<file path="config.mk">
export PLATFORM = sky130hd
export DESIGN_NAME = yolo_max_pool_addr_gen
export DESIGN_NICKNAME = d
export VERILOG_FILES = /design/src/rtl/yolo_max_pool_addr_gen.sv
export SDC_FILE = /design/constraint.sdc
export NUM_CORES = 1
export LEC_CHECK = 0
export BUFFER_PORTS_ARGS = -buffer_cell sky130_fd_sc_hd__buf_2
export CAP_MARGIN = 40
export CORE_MARGIN = 1.5
export CORE_UTILIZATION = 25
export CTS_BUF_LIST = sky130_fd_sc_hd__clkbuf_8 sky130_fd_sc_hd__clkbuf_16
export CTS_CLUSTER_DIAMETER = 40
export DETAILED_ROUTE_END_ITERATION = 8
export HOLD_SLACK_MARGIN = 0.02
export MAX_ROUTING_LAYER = met4
export PLACE_DENSITY = 0.46
export RECOVER_POWER = 50
export SLEW_MARGIN = 20
export SYNTH_ARGS = -nofsm -noshare
export SYNTH_HDL_FRONTEND = slang
export SYNTH_SLANG_ARGS = --single-unit
</file>
<file path="constraint.sdc">
create_clock -name ap_clk -period 11.8 [get_ports ap_clk]
set_input_delay 1.77 -clock ap_clk [delete_from_list [all_inputs] [get_ports ap_clk]]
set_output_delay 1.77 -clock ap_clk [all_outputs]
set_load 0.01 [all_outputs]
</file>
<file path="src/rtl/yolo_max_pool_addr_gen.sv">
// Max-pool window address generator: walks the output grid and emits the four
// input-map word addresses of each 2x2 window through a 2-stage valid/ready pipe.
module yolo_max_pool_addr_gen #(
  parameter int ROW_W   = 9,
  parameter int PITCH_W = 17,
  parameter int ADDR_W  = 26
) (
  input  logic               ap_clk,
  input  logic               ap_rst,
  input  logic               ap_start,
  output logic               ap_idle,
  output logic               ap_done,
  input  logic [ROW_W-1:0]   cfg_rows,
  input  logic [ROW_W-1:0]   cfg_cols,
  input  logic [PITCH_W-1:0] cfg_pitch,
  input  logic [ADDR_W-1:0]  cfg_base,
  input  logic               cfg_stride1,
  output logic [ADDR_W-1:0]  addr_data,
  output logic               addr_win_last,
  output logic               addr_last,
  output logic               addr_valid,
  input  logic               addr_ready
);

  localparam logic [ROW_W-1:0] ROW_ONE = 1;

  typedef enum logic [1:0] {IDLE, RUN, FLUSH, DONE} state_t;

  state_t state, state_nxt;

  logic [ROW_W-1:0]   rows_q, cols_q, out_rows_q, out_cols_q;
  logic [PITCH_W-1:0] pitch_q;
  logic [ADDR_W-1:0]  base_q;
  logic               stride1_q;

  logic [ROW_W-1:0]   orow, ocol;
  logic [1:0]         w;

  logic [ROW_W-1:0]   new_out_rows, new_out_cols;
  logic               start_ok, zero_frame, en, advance, last_coord;
  logic [ROW_W-1:0]   r, c;
  logic [ADDR_W-1:0]  prod;

  logic               s1_valid, s1_wlast, s1_last;
  logic [ADDR_W-1:0]  s1_prod;
  logic [ROW_W-1:0]   s1_c;

  assign new_out_rows = cfg_stride1 ? cfg_rows : (cfg_rows >> 1);
  assign new_out_cols = cfg_stride1 ? cfg_cols : (cfg_cols >> 1);
  assign zero_frame   = (new_out_rows == '0) || (new_out_cols == '0);
  assign start_ok     = (state == IDLE) && ap_start;

  // Single global enable: every stage and the counters move together.
  assign en         = ~addr_valid | addr_ready;
  assign advance    = (state == RUN) && en;
  assign last_coord = (orow == out_rows_q - ROW_ONE) && (ocol == out_cols_q - ROW_ONE)
                      && (w == 2'd3);

  assign ap_idle = (state == IDLE);
  assign ap_done = (state == DONE);

  // w[1] is dy, w[0] is dx. Stride-1 clamps only when stepping past the last row/col.
  always_comb begin
    if (stride1_q) begin
      r = (w[1] && (orow != rows_q - ROW_ONE)) ? orow + ROW_ONE : orow;
      c = (w[0] && (ocol != cols_q - ROW_ONE)) ? ocol + ROW_ONE : ocol;
    end else begin
      r = {orow[ROW_W-2:0], w[1]};
      c = {ocol[ROW_W-2:0], w[0]};
    end
  end

  assign prod = ADDR_W'(r) * ADDR_W'(pitch_q);

  // NOTE: every output of a combinational block gets a default before the case,
  // so no path leaves a variable unassigned and no latch is inferred.
  always_comb begin
    state_nxt = state;
    case (state)
      IDLE:    if (ap_start) state_nxt = zero_frame ? DONE : RUN;
      RUN:     if (advance && last_coord) state_nxt = FLUSH;
      FLUSH:   if (addr_valid && addr_ready && addr_last) state_nxt = DONE;
      DONE:    state_nxt = IDLE;
      default: state_nxt = IDLE;
    endcase
  end

  // NOTE: sequential state uses non-blocking assignments so every register
  // samples pre-edge values regardless of statement or block order.
  always_ff @(posedge ap_clk) begin
    if (ap_rst) state <= IDLE;
    else        state <= state_nxt;
  end

  always_ff @(posedge ap_clk) begin
    if (ap_rst) begin
      rows_q     <= '0;
      cols_q     <= '0;
      out_rows_q <= '0;
      out_cols_q <= '0;
      pitch_q    <= '0;
      base_q     <= '0;
      stride1_q  <= 1'b0;
    end else if (start_ok) begin
      rows_q     <= cfg_rows;
      cols_q     <= cfg_cols;
      out_rows_q <= new_out_rows;
      out_cols_q <= new_out_cols;
      pitch_q    <= cfg_pitch;
      base_q     <= cfg_base;
      stride1_q  <= cfg_stride1;
    end
  end

  // Counters park on the final coordinate once it has been issued.
  always_ff @(posedge ap_clk) begin
    if (ap_rst || start_ok) begin
      orow <= '0;
      ocol <= '0;
      w    <= '0;
    end else if (advance && !last_coord) begin
      w <= w + 2'd1;
      if (w == 2'd3) begin
        if (ocol == out_cols_q - ROW_ONE) begin
          ocol <= '0;
          orow <= orow + ROW_ONE;
        end else begin
          ocol <= ocol + ROW_ONE;
        end
      end
    end
  end

  always_ff @(posedge ap_clk) begin
    if (ap_rst) begin
      s1_valid      <= 1'b0;
      s1_prod       <= '0;
      s1_c          <= '0;
      s1_wlast      <= 1'b0;
      s1_last       <= 1'b0;
      addr_valid    <= 1'b0;
      addr_data     <= '0;
      addr_win_last <= 1'b0;
      addr_last     <= 1'b0;
    end else if (en) begin
      s1_valid <= advance;
      if (advance) begin
        s1_prod  <= prod;
        s1_c     <= c;
        s1_wlast <= (w == 2'd3);
        s1_last  <= last_coord;
      end
      addr_valid    <= s1_valid;
      if (s1_valid) addr_data <= base_q + s1_prod + ADDR_W'(s1_c);
      addr_win_last <= s1_valid && s1_wlast;
      addr_last     <= s1_valid && s1_last;
    end
  end

endmodule

</file>
==> Yosys cells after proc, flatten, opt, wreduce, memory -nomap -nowiden <==
Cells that the tools add are included.
{ "totals": {"register_bits": 169, "input_bits": 66, "output_inout_bits": 31, "wordCells": 78} }
{ "op_classes": {"add_sub_neg": 9, "multipliers": 1, "eq_ne": 11, "mux": 12, "n_bitwise": 2, "reduce_logical": 23} }
{ "ops": {"columns": ["op", "n"], "rows": [
  ["$mux 9", 7],
  ["$sub 9x1->9 const B", 4],
  ["$add 26x26->26", 1],
  ["$add 26x9->26", 1],
  ["$mul 9x17->26", 1],
  ["$add 9x1->9 const B", 2],
  ["$eq 9x9->1", 2],
  ["$logic_not 9->1", 2],
  ["$ne 9x9->1", 2],
  ["$logic_and 1x1->1", 12],
  ["$mux 2", 4],
  ["$pmux 2 s4", 1],
  ["$eq 2x2->1 const B", 3],
  ["$reduce_and 2->1", 3],
  ["$reduce_and 3->1", 2],
  ["$ne 2x2->1 const B", 2],
  ["$add 2x1->2 const B", 1],
  ["$eq 2x1->1 const B", 1],
  ["$logic_not 2->1", 1],
  ["$logic_or 1x1->1", 2],
  ["$ne 2x1->1 const B", 1],
  ["$logic_not 1->1", 1],
  ["$not 1->1", 1],
  ["$or 1x1->1", 1]
]} }

==> Longest topological paths before layout <==
Gate-level depths: netlist (run 1).
{ "depth": {"word_depth": 7, "mapped_depth": 30, "ltp_nobuf": 28} }

==> Least setup slack after synthesis (run 1) <==
No wires, ideal clock.
{ "synth_timing": {"kind": "reg-to-reg", "start": "register rows_q[2]", "end": "register s1_prod[20]", "setup_ps": 116, "t_arrival_ps": 6718, "required_time_ps": 11684, "setup_slack_ps": 4966, "path_stages_with_launch": 27, "n_path_buf": 3, "synth_period_minus_slack_ps": 6834, "cell_sequence": "dfxtp_1 > buf_2 > or4_4 > a2111oi_2 > o21ai_1 > a311oi_2 > a21oi_2 > buf_6 > a21o_1 > a32o_1 > buf_2 > and2_1 > fa_1 > fa_1 > fa_1 > inv_1 > fa_1 > inv_1 > ha_1 > a21o_1 > a211o_1 > a21oi_1 > a31oi_1 > o21ai_0 > a21boi_0 > or3_1 > a41o_1"} }
{ "synth_between": {"elab_chain_len": 6} }
{ "synth_lines": {"columns": ["item", "line", "source"], "rows": [
  ["from (decl)", "31", "logic [ROW_W-1:0] rows_q, cols_q, out_rows_q, out_cols_q;"],
  ["from (signal assigned)", "105", "rows_q <= cfg_rows;"],
  ["$sub 9x1->9", "65", "r = (w[1] && (orow != rows_q - ROW_ONE)) ? orow + ROW_ONE : orow;"],
  ["$ne 9x9->1", "65", null],
  ["$logic_and 1x1->1", "65", null],
  ["$mux 9", "65", null],
  ["$mux 9", "64", "if (stride1_q) begin"],
  ["$mul 9x17->26", "73", "assign prod = ADDR_W'(r) * ADDR_W'(pitch_q);"],
  ["to (signal assigned)", "148", "s1_prod <= prod;"],
  ["to (decl)", "45", "logic [ADDR_W-1:0] s1_prod;"]
]} }
No other way between the ends.
A chain may end at the register's enable or synchronous reset.

==> Worst setup path after layout (run 1) <==
{ "layout_timing": {"start": "register rows_q[0]", "end": "register s1_prod[24]"} }
Same word-level chain as after synthesis.

==> results of run 1 <==
-- state kept, by name, indices dropped and copies added (netlist names) --
signal,count
orow,9
addr_valid,1
out_cols_q,9
state,2
s1_c,9
cols_q,9
addr_last,1
stride1_q,1
pitch_q,17
w,2
s1_prod,26
s1_valid,1
base_q,26
out_rows_q,9
addr_win_last,1
ocol,9
s1_last,1
rows_q,9
s1_wlast,1
addr_data,26
-- per-layer routing --
metal	part of all wire, %	GRT usage, %
met1	50	19.4
met2	46	22.6
met3	2.6	2.00
met4	1.9	5.09
met5	0	-
-- synthesized netlist by cell type, types with 4 or more instances --
master	number	share of area [%]
nor3_1	32	1.1
buf_2	10	0.36
clkbuf_1	58	1.5
o31a_1	7	0.44
a211o_1	8	0.50
nand2b_1	7	0.31
nor2_1	61	1.6
nor4b_1	4	0.25
o31ai_1	12	0.64
and3b_1	4	0.25
buf_1	25	0.67
o21ai_0	61	2.2
nand4_1	14	0.62
or4_1	6	0.32
a22o_1	56	3.5
a211oi_1	15	0.80
nand3_1	37	1.3
dfxtp_1	169	24
o21bai_1	6	0.32
o211ai_1	8	0.43
nand2_1	186	5.0
xnor2_1	45	2.8
fa_1	116	16
nor4_1	6	0.27
xor2_1	22	1.4
a21o_1	16	0.85
o22ai_1	8	0.36
o21a_1	16	0.85
a21oi_1	105	3.7
ha_1	97	8.6
a31oi_1	11	0.49
inv_1	173	4.6
nand3b_1	7	0.37
and2_1	95	4.2
and3_1	18	0.80
or3_1	9	0.40
a31o_2	4	0.25
nor3b_1	8	0.43
nor2b_1	9	0.40
mux2i_1	22	1.6
a31o_1	4	0.25
a32o_1	4	0.28
-- worst max-delay path: stages (launching register included) --
cell and delay (ns):
dfxtp_1 0.36, inv_1 0.09, ha_1 0.20, nor3b_1 0.58, o21ai_0 0.16, a221oi_1 0.29, o22ai_1 0.20, a21oi_2 0.50
a21oi_1 0.14, a221o_1 0.58, and2_1 0.31, fa_1 0.48, fa_1 0.52, fa_1 0.58, inv_1 0.06, fa_1 0.52
inv_1 0.04, ha_1 0.37, nand2_1 0.10, nor2_1 0.22, o2111ai_1 0.16, a31oi_1 0.30, o21ai_0 0.21, a2111oi_0 0.54
or3_1 0.19, nand3_1 0.07
-- per-stage QoR --
step           power, mW  setup slack (ns)  cells
2_1_floorplan       1.22              4.97   1646
3_3_place_gp        1.43              3.92   2404
3_5_place_dp        1.45              3.86   2409
4_1_cts             2.09              3.87   2441
5_1_grt             2.18              3.23   2442
6_report            2.05              3.88   2442
-- cell usage in the layout, fill, tap and decap left out, types with 7 or more instances in the layout --
cell type,instances
nand2_1,185
inv_1,174
dfxtp_1,169
fa_1,116
a21oi_1,105
ha_1,97
and2_1,94
buf_2,65
o21ai_0,61
nor2_1,60
a22o_1,56
xnor2_1,45
clkbuf_1,38
nand3_1,37
nor3_1,32
xor2_1,22
mux2i_1,22
and3_1,18
clkbuf_16,17
a21o_1,16
o21a_1,16
a211oi_1,15
nand4_1,14
o31ai_1,12
a31oi_1,11
nor2b_1,9
or3_1,9
nor3b_1,8
o22ai_1,8
o211ai_1,8
a211o_1,8
nand2b_1,7
o31a_1,7
nand3b_1,7
-- report_power, final --
group | total, mW | internal (mW) | switching (mW) | leakage, nW
registers | 0.757 | 0.646 | 0.111 | 1.38
logic | 0.659 | 0.255 | 0.404 | 5.30
clock network | 0.633 | 0.367 | 0.265 | 0.310
-- kinds of logic (layout without fill, tap and decap cells) --
family	after synthesis	in the layout	share of synthesized area, %
compound gates	387	387	18.9
xor+xnor	67	67	4.16
fa+ha+maj	213	213	25.1
buf+inv	268	316	7.33
flops	169	169	24.0
mux	23	23	1.64
simple gates	519	519	18.8
-- area by class of cell --
| class | count | share of cell area [%] |
|---|---|---|
| Tap cell | 748 | 5.91 |
| Clock inverter | 13 | 1.22 |
| Inverter | 173 | 4.10 |
| Clock buffer | 19 | 2.86 |
| Sequential cell | 169 | 21.4 |
| Multi-Input combinational cell | 1209 | 61.1 |
| Timing Repair Buffer | 111 | 3.38 |
-- worst paths after layout --
check,startpoint,to,slack (ns),depth (start not counted)
hold reg to reg,addr_win_last$_SDFFE_PP0N_,addr_win_last$_SDFFE_PP0N_,0.45,2
setup reg to reg,rows_q[0]$_SDFFE_PP0P_,s1_prod[24]$_SDFFE_PP0P_,3.88,25
setup / recovery,rows_q[0]$_SDFFE_PP0P_,s1_prod[24]$_SDFFE_PP0P_,3.88,25
hold / removal,addr_win_last$_SDFFE_PP0N_,addr_win_last$_SDFFE_PP0N_,0.45,2
==> impl_metrics.yaml, run 1 <==
clock_tree:
  htree_levels: 4
  cts_num_sinks: 169
  cts_root_buf: "clkbuf_16"
  insertion_delay_ns: 0.48
  cts_resized: 0
  clock_path_buffers: 2
  cts_setup_buffers: 0
  ctsHoldBuffers: 0
  cts_tree: "done"
  cts_made_buffers: 17
  clkSlewWorstSetupHoldPaths_ns: 0.07
critical_path:
  end_kind: "flop"
  worst_setup_path_start_kind: "flop"
  criticalPathCategory: "flop to flop"
  crit_arrival_ns: 8.28
  cp_max_fo: 17
  required_ns: 12.16
timing:
  finalSetupViolCount: 0
  hold_viol_final: 0
  final_max_slew_viol_count: 202
  worst-slew-pin-transition_ns: 2.55
  setup_tns_ns: 0
  post-route-period-util_pct: 67.1
  rsz0062_at_grt: "false"
  hold_slack_ns: 0.451
  fin_skew_ns: 0.0119
  relSlewSlack_pct: -69.8
  max_freq_ghz: 0.126
  post-route-min-period_ns: 7.92
cells_and_area:
  area_growth_syn_to_layout_pct: 12.3
  seqCellArea_um2: 3380
  antenna_cells: 0
  fin_util_pct: 28.6
  design_area_um2: 15800
  fillers: 5931
  nets: 1960
  multi_input_area_um2: 9680
  drive_gt1_share_pct: 7.85
die:
  fp.dieArea_um2: 57800
  ios: 97
  coreArea_um2: 55400
  fp-row-count: 86
  die_h_um: 240
  die_x_um: 240
  start_util_pct: 25.4
logic_synthesis:
  ys_ff_latch: 169
  synth_area_um2: 14100
  synth_cells: 1646
  yosys.cell_types.count: 79
  synthArstFlopShare_pct: 0
  avgSynthCellArea_um2: 8.56
  synth_ff_type: "dfxtp_1"
  yosysWarningCount: 0
  synth_nets: 1925
  ys_seq_area_share_pct: 24.0
  synth_edf_count: 0
grt:
  grt_pass1_vias: 11318
  grt_pass1_wl_mm: 63.2
  antenna_found_initial: 0
  grt_overflow: 0
  grt_use_total_pct: 14.6
  grt_start_max_net_pins: 55
pwr:
  p_leak_nw: 6.98
  max-vdd-ir-drop_mv: 0.115
  p_per_area_nw_per_um2: 129
routing:
  drt-initial-drc-count: 501
  firstDrtPassIters: 5
  via_per_inst: 4.76
  detail-route-antenna-nets: 0
  wl_per_cell_um: 16.4
  wl_mm: 40.0
  num_vias: 11619
  drc_errors: 0
job:
  max_cap_violations: 5
run_status:
  violations: "capacitance limit, slew limit"
  outcome: "finished with violations"
placement:
  hpwl_mm: 30.3
  gp_congestion: 0.858
  dpl-instance-area_um2: 15300
  port_buffers: 96
worst_hold_path:
  hold_class: "flop to flop"
Note: power is estimated with default switching activity, not from simulation.
==> run 2: changes to the inputs <==
- PLACE_DENSITY: 0.46 -> 0.47
- clock period: 11.8 -> 7.1 ns (I/O delays scaled with it)
==> run 2 against run 1 <==
- the flow still finishes with violations (capacitance limit, slew limit)
- clock skew is 0.0028 ns higher
- count of clock-buffer cells in the layout is 2 lower
- via count is 1.5% higher
- critical path type unchanged
- clock power is 49% higher
- global-route usage is 0.14 points higher
- fmax is 16% higher
- wire length is 0.84% higher
==> impl_metrics.yaml, run 2 (synthesized netlist as in run 1, its figures left out) <==
timing:
  finalSetupViolCount: 0
  fin_skew_ns: 0.0148
  worst-slew-pin-transition_ns: 2.35
  final_max_slew_viol_count: 67
  setup_ws_ns: 0.269
  relSlewSlack_pct: -57.3
  post-route-period-util_pct: 96.2
  hold_viol_final: 0
  setup_tns_ns: 0
  rsz0062_at_grt: "true"
  post-route-min-period_ns: 6.83
  max_freq_ghz: 0.146
clock_tree:
  htree_levels: 4
  insertion_delay_ns: 0.48
  cts_num_sinks: 169
  clkSlewWorstSetupHoldPaths_ns: 0.08
  cts_made_buffers: 17
  cts_tree: "done"
  cts_root_buf: "clkbuf_16"
  ctsHoldBuffers: 0
  clock_path_buffers: 2
cells_and_area:
  fin_util_pct: 30.1
  final_common_cell: "nand2_1"
  nets: 2035
  fillers: 5929
  multi_input_area_um2: 9910
  seqCellArea_um2: 3390
  top_regs: "addr_data x26, base_q x26, s1_prod x26"
  area_growth_syn_to_layout_pct: 18.2
  drive_gt1_share_pct: 14.1
  final_cell_mix: "nand2_1, inv_1, dfxtp_1"
  antenna_cells: 0
critical_path:
  required_ns: 7.47
  cpMaxStageDelayCell: "fa_1"
  max_stage_delay_ns: 0.55
  worst_setup_path_start_kind: "flop"
  crit_arrival_ns: 7.20
  r2r_cells: 28
  r2r_setup_slack_ns: 0.27
  r2r-start: "rows_q[0]$_SDFFE_PP0P_"
  criticalPathCategory: "flop to flop"
  rr_endpoint: "s1_prod[20]$_SDFFE_PP0P_"
  cp_max_fo: 7
  end_kind: "flop"
routing:
  drt-initial-drc-count: 518
  wl_per_cell_um: 16.0
  detail-route-antenna-nets: 0
  drc_errors: 0
  num_vias: 11798
  firstDrtPassIters: 5
  wl_mm: 40.4
  via_per_inst: 4.69
pwr:
  p_total_mw: 3.42
  pwr-share-clk_pct: 27.7
  p_leak_nw: 7.39
  power.share.switching_pct: 39.1
  p_switching_mw: 1.34
  p_comb_share_pct: 35.7
  p_seq_share_pct: 36.6
  p_per_area_nw_per_um2: 205
  p_int_mw: 2.08
  max-vdd-ir-drop_mv: 0.174
worst_hold_path:
  hold_class: "flop to flop"
  hold_end: "addr_data[13]$_SDFFE_PP0P_"
  hold_start: "addr_data[13]$_SDFFE_PP0P_"
  hold_depth: 2
placement:
  gp_congestion: 0.846
  port_buffers: 96
  hpwl_mm: 31.6
  dp_slack_ns: -0.238
die:
  coreArea_um2: 55400
  die_h_um: 240
  fp-row-count: 86
  fp.dieArea_um2: 57800
  die_x_um: 240
  ios: 97
  start_util_pct: 25.4
grt:
  antenna_found_initial: 0
  grt_pass1_vias: 11646
  grt_start_max_net_pins: 68
  grt_use_total_pct: 14.7
  grt_overflow: 0
  grt_pass1_wl_mm: 64.4
run_status:
  violations: "capacitance limit, slew limit"
  outcome: "finished with violations"
job:
  max_cap_violations: 2
[run 2: area by class of cell]
class,count,area share (%)
tap,748,5.62
sequential,169,20.3
timing repair buffer,186,7.28
inverter,173,3.90
clock buffer,17,2.55
multi-input combinational,1209,59.5
clock inverter,15,0.849
[run 2: timing repair]
action | CTS | global route
endpoints found under the setup margin | 4 | 13
pin swaps | 1 | 45
setup buffers | 1 | 12
cloned | 0 | 0
hold endpoints to repair | 0 | 0
gates resized for setup | 7 | 49
[run 2: worst max-delay path, delay by kind of cell (launching register included)]
family | cells | cell delay (ns)
compound gates | 12 | 2.31
buf+inv | 7 | 0.77
flops | 1 | 0.36
simple gates | 3 | 0.70
fa+ha+maj | 6 | 2.58
[run 2: power by group through the flow]
| stage | Clock (mW) | Combinational [mW] | Sequential (mW) |
|---|---|---|---|
| CTS | 0.977 | 1.19 | 1.25 |
| finish | 0.946 | 1.22 | 1.25 |
| detailed placement | 0 | 1.18 | 1.27 |
| global route | 1.01 | 1.37 | 1.28 |
| global placement | 0 | 1.14 | 1.27 |
| floorplan | 0 | 0.856 | 1.18 |
[run 2: layer usage]
metal  vias up  GRT usage, %  part of all wire [%]
li1       5873             -                     -
met3        30          2.02                   2.4
met5         -             -                     0
met2       155          23.6                    47
met4         0          3.79                   1.4
met1      5740          19.5                    50
[run 2: stage by stage]
stage	cell area (µm²)	hold WS [ns]	cells
4_1_cts	16400	0.452	2508
6_report	16700	0.452	2517
5_1_grt	16700	0.474	2517
3_3_place_gp	15700	0.441	2469
2_1_floorplan	14100	0.432	1646
3_5_place_dp	15800	0.442	2475
[run 2: worst max-delay path by stage]
stage | start | endpoint | slack (ns) | cells after the start
3_3_place_gp | rows_q[0]$_SDFFE_PP0P_ | s1_prod[24]$_SDFFE_PP0P_ | -0.04 | 28
4_1_cts | rows_q[0]$_SDFFE_PP0P_ | s1_prod[20]$_SDFFE_PP0P_ | 0.003 | 27
5_1_grt | rows_q[0]$_SDFFE_PP0P_ | s1_prod[20]$_SDFFE_PP0P_ | -0.02 | 30
3_5_place_dp | rows_q[0]$_SDFFE_PP0P_ | s1_prod[24]$_SDFFE_PP0P_ | -0.24 | 28
2_1_floorplan | rows_q[2]$_SDFFE_PP0P_ | s1_prod[20]$_SDFFE_PP0P_ | 0.27 | 26
6_report | rows_q[0]$_SDFFE_PP0P_ | s1_prod[20]$_SDFFE_PP0P_ | 0.27 | 28
==> run 3: changes to the inputs <==
--- a/config.mk
+++ b/config.mk
@@ -9,5 +9,5 @@
 export CAP_MARGIN = 40
-export CORE_MARGIN = 1.5
+export CORE_MARGIN = 2
 export CORE_UTILIZATION = 25
-export CTS_BUF_LIST = sky130_fd_sc_hd__clkbuf_8 sky130_fd_sc_hd__clkbuf_16
+export CTS_BUF_LIST = sky130_fd_sc_hd__clkbuf_8
 export CTS_CLUSTER_DIAMETER = 40
==> constraint.sdc (replaced) <==
create_clock -name ap_clk -period 7.1 [get_ports ap_clk]
set_input_delay 1.42 -clock ap_clk [delete_from_list [all_inputs] [get_ports ap_clk]]
set_output_delay 1.42 -clock ap_clk [all_outputs]
set_load 0.01 [all_outputs]
==> run 3 against run 2 <==
- the run still ends with capacitance limit, slew limit left
- count of clock-buffer cells in the layout unchanged
- wire length increased by 2.1%
- sequential power barely moved
- critical path type unchanged
- highest routed layer unchanged
==> impl_metrics.yaml, run 3 (synthesized netlist as in run 1, its figures left out) <==
run_status:
  outcome: "finished with violations"
  violations: "capacitance limit, slew limit"
cells_and_area:
  fin_util_pct: 28.9
  top_regs: "addr_data x26, base_q x26, s1_prod x26"
  drive_gt1_share_pct: 12.5
  area_growth_syn_to_layout_pct: 15.1
  final_common_cell: "nand2_1"
  final_cell_mix: "nand2_1, inv_1, dfxtp_1"
  fillers: 6014
  design_area_um2: 16200
  nets: 2015
clock_tree:
  clock_path_buffers: 2
  ctsHoldBuffers: 0
  cts_root_buf: "clkbuf_8"
  insertion_delay_ns: 0.56
  cts_made_buffers: 17
  cts_num_sinks: 169
  htree_levels: 4
  cts_tree: "done"
  clkSlewWorstSetupHoldPaths_ns: 0.11
routing:
  drt-initial-drc-count: 573
  drc_errors: 0
  via_per_inst: 4.69
  detail-route-antenna-nets: 0
  firstDrtPassIters: 5
  wl_per_cell_um: 16.5
  num_vias: 11748
  wl_mm: 41.2
timing:
  finalSetupViolCount: 0
  post-route-period-util_pct: 96.2
  relSlewSlack_pct: -37.9
  hold_viol_final: 0
  post-route-min-period_ns: 6.83
  setup_ws_ns: 0.268
  hold_slack_ns: 0.457
  final_max_slew_viol_count: 134
  fin_skew_ns: 0.0185
  max_freq_ghz: 0.146
  worst-slew-pin-transition_ns: 2.07
critical_path:
  cp_max_fo: 13
  crit_buf_inv: 6
  max_stage_delay_ns: 0.55
  end_kind: "flop"
  cp_common_cell: "fa_1"
  crit_arrival_ns: 7.29
  criticalPathCategory: "flop to flop"
  cpMaxStageDelayCell: "fa_1"
  required_ns: 7.55
  cp_top_family: "adder cells"
  worst_setup_path_start_kind: "flop"
die:
  fp-row-count: 87
  fp.dieArea_um2: 58300
  die_x_um: 241
  ios: 97
  coreArea_um2: 56100
  start_util_pct: 25.1
  die_h_um: 241
placement:
  dpl-instance-area_um2: 15700
  gp_congestion: 0.832
  port_buffers: 96
  hpwl_mm: 32.1
  dp_slack_ns: -0.137
grt:
  antenna_found_initial: 1
  grt_start_max_net_pins: 67
  grt_pass1_vias: 11716
  grt_overflow: 0
  grt_pass1_wl_mm: 64.9
  grt_use_total_pct: 14.8
pwr:
  p_per_area_nw_per_um2: 195
  p_total_mw: 3.16
  max-vdd-ir-drop_mv: 0.132
  p_leak_nw: 7.20
job:
  max_cap_violations: 4
worst_hold_path:
  hold_class: "flop to flop"
-- run 3: cell count changes in the layout (fill, tap and decap cells not counted), moves of 3 or more --
cell and delta:
a21oi_2 +3, clkinv_2 -3, inv_2 -3, clkinv_8 +3, buf_4 -15, clkbuf_16 -17, clkbuf_8 +17, inv_1 +3
buf_6 -3
-- run 3: metrics by stage --
stage / setup TNS [ns] / instances
6_report: 0 / 2507
3_3_place_gp: 0 / 2465
2_1_floorplan: 0 / 1646
3_5_place_dp: -0.470 / 2468
5_1_grt: -0.0264 / 2506
4_1_cts: 0 / 2500
-- run 3: layer usage --
metal	vias to the layer above	routed length [µm]	GRT usage, %	part of all wire (%)
li1	5834	-	-	-
met1	5680	20100	19.0	49
met2	191	19100	23.8	46
met3	43	1340	2.70	3.2
met4	0	773	4.43	1.9
met5	-	0	-	0
-- run 3: worst reg2reg max path, cell delays in order, from the launching register on --
cell and delay (ns):
dfxtp_2 0.35, inv_1 0.05, ha_1 0.21, nor3b_4 0.18, a2111oi_4 0.34, o21ai_1 0.12, a311oi_2 0.36, a21oi_2 0.12
buf_12 0.16, a211o_1 0.33, o211a_4 0.19, and2_1 0.19, fa_1 0.55, fa_1 0.44, fa_1 0.55, inv_1 0.06
fa_1 0.53, inv_1 0.05, ha_1 0.30, buf_4 0.16, a211o_1 0.27, a21oi_2 0.14, a31oi_1 0.13, o21ai_1 0.17
buf_4 0.15, a21boi_0 0.10, or3_1 0.31, a41o_1 0.24
-- run 3: what timing repair did --
action / CTS / global route
gates resized for setup: 1 / 37
setup endpoints to repair: 6 / 11
setup buffers: 0 / 4
cloned: 0 / 1
pin swaps: 0 / 24
-- run 3: cell type report --
type                    count  area (µm²)  share of cell area (%)
diodes                      2        5.00                  0.0309
clock buffers              17         234                    1.44
clock inverters            15         160                   0.988
inverters                 173         649                    4.01
multi-input cells        1210        9840                    60.7
flip-flops and latches    169        3390                    20.9
well taps                 756         946                    5.83
repair buffers            165         988                    6.10
-- run 3: power by group --
group,switching (mW),internal (mW)
logic,0.703,0.481
registers,0.174,1.07
clock network,0.468,0.262
-- run 3: worst paths after layout --
check	startpoint	end	slack (ns)	cells after the start
max	rows_q[0]$_SDFFE_PP0P_	s1_prod[20]$_SDFFE_PP0P_	0.27	27
min	addr_data[12]$_SDFFE_PP0P_	addr_data[12]$_SDFFE_PP0P_	0.46	2
max reg2reg	rows_q[0]$_SDFFE_PP0P_	s1_prod[20]$_SDFFE_PP0P_	0.27	27
min reg2reg	addr_data[12]$_SDFFE_PP0P_	addr_data[12]$_SDFFE_PP0P_	0.46	2
